===== config.mk =====
export PLATFORM = sky130hd
export DESIGN_NAME = qpu_exu_wbck
export DESIGN_NICKNAME = d
export VERILOG_FILES = /design/src/rtl/qpu_exu_wbck.sv
export SDC_FILE = /design/constraint.sdc
export NUM_CORES = 1
export LEC_CHECK = 0
export BUFFER_PORTS_ARGS = -buffer_cell sky130_fd_sc_hd__clkbuf_2
export CAP_MARGIN = 15
export CELL_PAD_IN_SITES_DETAIL_PLACEMENT = 0
export CELL_PAD_IN_SITES_GLOBAL_PLACEMENT = 2
export CORE_ASPECT_RATIO = 1.1
export CORE_MARGIN = 10
export CORE_UTILIZATION = 37
export CTS_BUF_LIST = sky130_fd_sc_hd__clkbuf_4 sky130_fd_sc_hd__clkbuf_8
export DETAILED_ROUTE_END_ITERATION = 12
export PLACE_DENSITY = 0.79
export SLEW_MARGIN = 30
export SYNTH_ARGS = -nofsm -noshare
export SYNTH_HDL_FRONTEND = slang
export SYNTH_HIERARCHICAL = 1
export SYNTH_SLANG_ARGS = --single-unit
export TNS_END_PERCENT = 50

===== constraint.sdc =====
create_clock -name clk -period 2.76 [get_ports clk]
set_input_delay 0.276 -clock clk [delete_from_list [all_inputs] [get_ports clk]]
set_output_delay 0.276 -clock clk [all_outputs]
set_load 0.05 [all_outputs]

===== src/rtl/qpu_exu_wbck.sv =====
// Write-back stage: queues ALU-class results, arbitrates against LSU load returns and
// issues one registered register-file write per cycle. LSU return -> write N+1, ALU -> N+2.
// Backpressure: both inputs stall while the ALU FIFO is full; the LSU otherwise always wins.

// Generic synchronous FIFO with occupancy count; no empty-to-head bypass.
// Push accepted when not full; head valid when nonempty.
module qpu_exu_wbck_fifo #(
  parameter int WIDTH = 8,
  parameter int DEPTH = 2,
  localparam int AW = (DEPTH > 1) ? $clog2(DEPTH) : 1,
  localparam int CW = $clog2(DEPTH) + 1
) (
  input  logic             clk,
  input  logic             rst,
  input  logic             push_vld,
  output logic             push_rdy,
  input  logic [WIDTH-1:0] push_dat,
  output logic             pop_vld,
  input  logic             pop_rdy,
  output logic [WIDTH-1:0] pop_dat,
  output logic             full,
  output logic [CW-1:0]    cnt
);

  logic [WIDTH-1:0] mem [DEPTH];
  logic [AW-1:0]    wr_ptr;
  logic [AW-1:0]    rd_ptr;
  logic             do_push;
  logic             do_pop;

  assign full     = (cnt == CW'(DEPTH));
  assign push_rdy = ~full;
  assign pop_vld  = (cnt != '0);
  assign pop_dat  = mem[rd_ptr];
  assign do_push  = push_vld & push_rdy;
  assign do_pop   = pop_vld & pop_rdy;

  // DEPTH is a power of two, so pointer wrap is natural overflow.
  always_ff @(posedge clk) begin
    if (rst) begin
      wr_ptr <= '0;
      rd_ptr <= '0;
      cnt    <= '0;
      for (int i = 0; i < DEPTH; i++) mem[i] <= '0;
    end else begin
      if (do_push) begin
        mem[wr_ptr] <= push_dat;
        wr_ptr      <= wr_ptr + 1'b1;
      end
      if (do_pop) rd_ptr <= rd_ptr + 1'b1;
      case ({do_push, do_pop})
        2'b10:   cnt <= cnt + 1'b1;
        2'b01:   cnt <= cnt - 1'b1;
        default: cnt <= cnt;
      endcase
    end
  end

endmodule

module qpu_exu_wbck #(
  parameter int XLEN        = 32,
  parameter int RFIDX_WIDTH = 5,
  parameter int DEPTH       = 2,
  localparam int CW = $clog2(DEPTH) + 1
) (
  input  logic                   clk,
  input  logic                   rst,
  input  logic                   alu_wbck_i_valid,
  output logic                   alu_wbck_i_ready,
  input  logic [XLEN-1:0]        alu_wbck_i_wdat,
  input  logic [RFIDX_WIDTH-1:0] alu_wbck_i_rdidx,
  input  logic                   lsu_wbck_i_valid,
  output logic                   lsu_wbck_i_ready,
  input  logic [XLEN-1:0]        lsu_wbck_i_wdat,
  input  logic [RFIDX_WIDTH-1:0] lsu_wbck_i_rdidx,
  output logic                   rf_wbck_o_ena,
  output logic [XLEN-1:0]        rf_wbck_o_wdat,
  output logic [RFIDX_WIDTH-1:0] rf_wbck_o_rdidx,
  output logic [CW-1:0]          alu_fifo_cnt,
  output logic                   wbck_idle
);

  typedef struct packed {
    logic [RFIDX_WIDTH-1:0] rdidx;
    logic [XLEN-1:0]        wdat;
  } wbck_t;

  wbck_t alu_res;
  wbck_t lsu_res;
  wbck_t head_res;
  wbck_t sel_res;
  logic  fifo_nonempty;
  logic  fifo_full;
  logic  sel_alu;
  logic  sel_lsu;

  assign alu_res.rdidx = alu_wbck_i_rdidx;
  assign alu_res.wdat  = alu_wbck_i_wdat;
  assign lsu_res.rdidx = lsu_wbck_i_rdidx;
  assign lsu_res.wdat  = lsu_wbck_i_wdat;

  qpu_exu_wbck_fifo #(
    .WIDTH ($bits(wbck_t)),
    .DEPTH (DEPTH)
  ) u_alu_fifo (
    .clk      (clk),
    .rst      (rst),
    .push_vld (alu_wbck_i_valid),
    .push_rdy (alu_wbck_i_ready),
    .push_dat (alu_res),
    .pop_vld  (fifo_nonempty),
    .pop_rdy  (sel_alu),
    .pop_dat  (head_res),
    .full     (fifo_full),
    .cnt      (alu_fifo_cnt)
  );

  // A full FIFO takes priority over the LSU so ALU results cannot starve.
  assign sel_alu          = fifo_nonempty & (~lsu_wbck_i_valid | fifo_full);
  assign sel_lsu          = lsu_wbck_i_valid & ~sel_alu;
  assign lsu_wbck_i_ready = ~fifo_full;

  always_comb begin
    sel_res = lsu_res;
    if (sel_alu) sel_res = head_res;
  end

  // rdidx 0 results are consumed but never written.
  always_ff @(posedge clk) begin
    if (rst) begin
      rf_wbck_o_ena   <= 1'b0;
      rf_wbck_o_wdat  <= '0;
      rf_wbck_o_rdidx <= '0;
    end else begin
      rf_wbck_o_ena <= (sel_alu | sel_lsu) & (sel_res.rdidx != '0);
      if (sel_alu | sel_lsu) begin
        rf_wbck_o_wdat  <= sel_res.wdat;
        rf_wbck_o_rdidx <= sel_res.rdidx;
      end
    end
  end

  assign wbck_idle = ~fifo_nonempty & ~rf_wbck_o_ena;

endmodule


Yosys cells after proc, flatten, opt, wreduce, memory -nomap -nowiden. Memories as Yosys holds them, arrays and structs flattened. A register that Yosys moved wholly into a read port is not among the register bits. Index checks and enable logic that the tools add are counted. Widths: inputs -> output; s select.

Bits in read-only memories: 0. Latch bits: 0. Bits of input ports: 78. Logic and storage cells: 43. RAM bits: 74. Register bits: 42. Memories: 1. Output and inout port bits: 43.

Reduce and logical (&&, ||, !) cells: 4. Equality and inequality tests: 3. Add/sub/neg operators: 4. Muxes and demuxes: 12. Shifts and indexed selects: 0. Bitwise operators: 13. Divide/modulo/power cells: 0. $lt $le $gt $ge: 0. Multipliers: 0.

Memory list: u_alu_fifo.mem (words 2, width 37, read ports 1, clocked after memory_dff 1, write ports 2, RTL line 25) `logic [WIDTH-1:0] mem [DEPTH];`.

Operators with widths (number): $mux 37 (2); $reduce_or 37->1 (1); $mux 1 (9); $and 1x1->1 (6); $not 1->1 (5); $reduce_bool 5->1 (1); $eq 2x2->1 const B (2); $pmux 2 s2 (1); $reduce_bool 2->1 (2); $add 1x1->1 const B (2); $add 2x1->2 const B (1); $eq 2x1->1 const B (1); $or 1x1->1 (2); $sub 2x1->2 const B (1).

Logic depth before layout (Yosys ltp).
Word-level depth: 8. Depth in mapped cells: 9. Mapped depth without buffers: 9.

By module. The synthesis kept the hierarchy.

By module, submodules not included: qpu_exu_wbck_fifo (area an instance 3472.1 sq um, cells each 265, times used 1, seq. area each 2322.2 sq um); qpu_exu_wbck (area an instance 2323.5 sq um, cells each 227, times used 1, seq. area each 760.7 sq um).

Worst setup path before layout. Ideal clock, no wire load.

Path type: flip-flop to flip-flop. Start point: register u_alu_fifo.cnt[0]. End point: memory u_alu_fifo/mem[0][0] (netlist bit) (enable). Required time: 2.360 ns. Slack: -0.165 ns. Library setup time: 0.400 ns. Data arrival time: 2.525 ns. Period minus slack after synthesis: 2.925 ns. Stages on the path, launching flop included: 6. Buffers on the path: 1. Path through: dfxtp_1 -> or2b_2 -> inv_2 -> or3_4 -> buf_6 -> nand2b_1.

RTL lines: start, declared (RTL line 22) `output logic [CW-1:0] cnt`; start signal, assigned (RTL line 52) `2'b10: cnt <= cnt + 1'b1;`; start signal, assigned (RTL line 53) `2'b01: cnt <= cnt - 1'b1;`; start signal, assigned (RTL line 54) `default: cnt <= cnt;`; end, declared (RTL line 25).

Final worst setup path.
Start point: register u_alu_fifo.cnt[1]. End point: register u_alu_fifo.cnt[1].

Word-level cells in the longest chain between the ends: 6. Elaborated cells between the ends (all ways): 13. Those cells by class: 2 x add/sub; 3 x eq/ne; 1 x mux; 5 x bitwise; 2 x reduce/logical.

RTL lines: $eq 2x2->1 (*) (RTL line 31) `assign full = (cnt == CW'(DEPTH));`; via fifo_full (RTL line 94) `logic fifo_full;`; $or 1x1->1 (*) (RTL line 120) `assign sel_alu = fifo_nonempty & (~lsu_wbck_i_valid | fifo_full);`; $and 1x1->1 (*) (RTL line 120); via sel_alu (RTL line 95) `logic sel_alu;`; $and 1x1->1 (*) (RTL line 36) `assign do_pop = pop_vld & pop_rdy;`; via u_alu_fifo.do_pop (RTL line 29) `logic do_pop;`; $eq 2x1->1 or $eq 2x2->1 (tied branches) (RTL line 51) `case ({do_push, do_pop})`; $pmux 2 s2 or $reduce_bool 2->1 (tied branches).

Mark *: on every way through the listed nets, which the timed path passes. The rest lies on a longest branch. A chain may end at the register's enable or synchronous reset.

==> run metrics <==
Tot Pwr 6828 uW; Final period util 0.8247; root buffer cell clkbuf_8; worst r2r src u_alu_fifo/cnt[1]; FILL cells 1470; crit end category register; CTS buffer count 17; required time worst endpoint 3100 ps; area share of the largest cell type after synthesis 0.3834; die span in x 139.3 um; H-Tree Depth 4; WP depth 8; post-cts resize count 0; latest clock arrival within the worst-skew pair 420 ps; Least-Margin Pin Slew 642.7 ps; buffer count from post-CTS setup fixing 0; status complete, no violations; Post-Syn Area 5796 um^2; RSZ-0062 raised after global routing no; hold_buf cts 0; Starting Density 0.3805; multi-input logic area 2422 um^2; Layout Cells excl Fill 808; R2R depth 8; Critical Path AT 2620 ps; antenna viol nets, final 0; number of global-route vias before repair 4220; Core ar. 15230 um^2; Cell variety after synth 37; Seq cells post-synth 117; Die ar. 21080 um^2; Cell Pwr Density 992.4 nW/um^2; Leak 0.002660 uW; vias 4009; Port Buffer Count 120; Ports 121; Setup-failing EPs final 0; drt initial violations 255; grt ovf 0; Fin. Hold Viols 0; drt pass-1 iters 4; Mean Syn Cell Area 11.78 um^2; Setup TNS 0 ps; FF+latch area 3084 um^2; crit-path max cell delay 400 ps; routed wire length 14.87 mm; Post-Syn Nets 571; slowest CP cell dfxtp_1; Crit path max-delay family simple AND/OR/NAND/NOR gates; Worst setup SP type register; Hold Crit Class in -> reg; ys flop type edfxtp_1; crit path buf inv count 1; commonest cells in the synthesized netlist nor2_1, edfxtp_1, dfxtp_1; Setup Crit Path Kind reg -> reg; Clock Tree Buf Depth 2; Die H 151.3 um; largest area contributor in the netlist edfxtp_1; cells after synthesis 492; Placed Instances 776; Antenna diodes 0; Pins Over Slew Limit 0; Max Clock Freq 439.3 MHz; worst r2r dst u_alu_fifo/cnt[1]; CTS tree built; CP max FO 6; Slew headroom 0.5715; clock transition at the registers of the reported paths 80 ps; share of cells above drive strength 1 0.4526; Rows 47; r2r setup slk 480 ps; dominant cell by count in the synthesized netlist nor2_1; largest net degree at the start of global routing 44; Critical Path Sink u_alu_fifo/cnt[1]; DRC viols 0; GRT Total Usage 0.1427; worst hold path depth 3; Placement Cell Area 6485 um^2; yosys warns 6; final core utilization 0.4517; initial antenna violation count 0; GPL Wtd Cong 0.7344; clk_skew 9.684 ps; number of synthesized flops with an enable pin 74; VDD IR max 578.5 uV; fin nets 678; Crit. Startpoint u_alu_fifo/cnt[1]; Tmin final 2276 ps; clk sinks 117; first-pass GRT wire length 23.98 mm; Final Instance Area 6880 um^2; most area-consuming cells after synthesis edfxtp_1, dfxtp_1, a221oi_2; MaxCap Viol Count 0; Seq/Total Area, Yosys 0.5320; Synth async-reset ratio 0; WL/cell 18.41 um; worst-path cell chain or2b_2 > inv_2 > and2b_1 > nor2_1 > o21a_1 > ha_1 > or3_1 > a21oi_1; post-DP HPWL 10.32 mm; Layout area overhead 18.72%; post-DR vias/cell 4.962
==> report_power, final <==
part / internal, uW / total, uW / switching [uW]
Clock: 819 / 1550 / 729
Sequential: 2240 / 2420 / 178
Combinational: 880 / 2860 / 1980
==> worst min-delay path: cells and delay by family <==
kind,cells,cell delay [ps]
AOI/OAI and AO/OA,1,60
buffers and inverters,1,90
and+or+nand+nor,1,90
==> cells in the final DEF (no fill, tap or decap), types with 2 or more instances in the layout <==
cell / synthesis / routed
clkbuf_2: 0 / 118
nor2_1: 85 / 85
edfxtp_1: 74 / 74
dfxtp_1: 43 / 42
nor3_1: 39 / 39
mux2_2: 37 / 37
nand2b_1: 40 / 37
nor2b_1: 32 / 32
a221oi_2: 30 / 30
nor3_2: 30 / 30
clkbuf_8: 0 / 17
buf_4: 5 / 11
clkinvlp_4: 0 / 6
a211oi_1: 5 / 5
nor4_2: 5 / 5
nand2b_2: 0 / 3
inv_6: 0 / 3
inv_2: 2 / 2
inv_1: 2 / 2
or4_1: 2 / 2
a221oi_1: 2 / 2
clkinv_4: 0 / 2
bufinv_16: 0 / 2
buf_12: 0 / 2
xnor2_1: 2 / 2
o21ai_0: 2 / 2
a21oi_1: 2 / 2
==> flip-flops by register name, summed over array words and instances (netlist names), named ones only <==
register	count
u_alu_fifo/rd_ptr	1
u_alu_fifo/mem	74
u_alu_fifo/wr_ptr	1
rf_wbck_o_wdat	32
rf_wbck_o_ena	1
rf_wbck_o_rdidx	5
u_alu_fifo/cnt	2
==> routing by layer <==
| layer | vias up | track usage | part of all wire |
|---|---|---|---|
| met1 | 1919 | 0.2005 | 0.49 |
| met4 | 0 | 0.03914 | 0.0035 |
| met3 | 2 | 0.04353 | 0.063 |
| met5 | - | 0 | 0 |
| li1 | 1984 | - | - |
| met2 | 104 | 0.2068 | 0.44 |
==> worst min path at each step <==
stage / startpoint / end / slack, ps
final: lsu_wbck_i_wdat[3] / rf_wbck_o_wdat[3] / 130
after global routing: lsu_wbck_i_wdat[4] / rf_wbck_o_wdat[4] / 120
after CTS: lsu_wbck_i_wdat[3] / rf_wbck_o_wdat[3] / 100
after detailed placement: u_alu_fifo/wr_ptr / u_alu_fifo/wr_ptr / 500
after global placement: u_alu_fifo/wr_ptr / u_alu_fifo/wr_ptr / 490
after floorplan: lsu_wbck_i_wdat[14] / rf_wbck_o_wdat[14] / 450
==> logic make-up after synthesis <==
logic type,synth area share
AOI/OAI and AO/OA,0.09586
xor gates and xnor gates,0.004535
adders and majority gates,0.002159
buffers and inverters,0.05138
DFF,0.5320
muxes,0.07189
and+or+nand+nor,0.2422
==> stage by stage <==
stage	hold slack, ps	setup slack [ps]
finish	127.5	483.8
global route	124.1	361.1
CTS	98.29	462.6
detailed placement	498.6	490.5
global placement	488.7	653.6
floorplan	445.1	85.93
==> area by class of cell <==
class	count	share of cell area
clock inverter	14	0.02237
tap	196	0.03564
multi-input combinational	327	0.3521
sequential	117	0.4483
inverter	4	0.002182
timing repair buffer	132	0.1044
clock buffer	18	0.03510
Note: power is estimated with default switching activity, not from simulation.
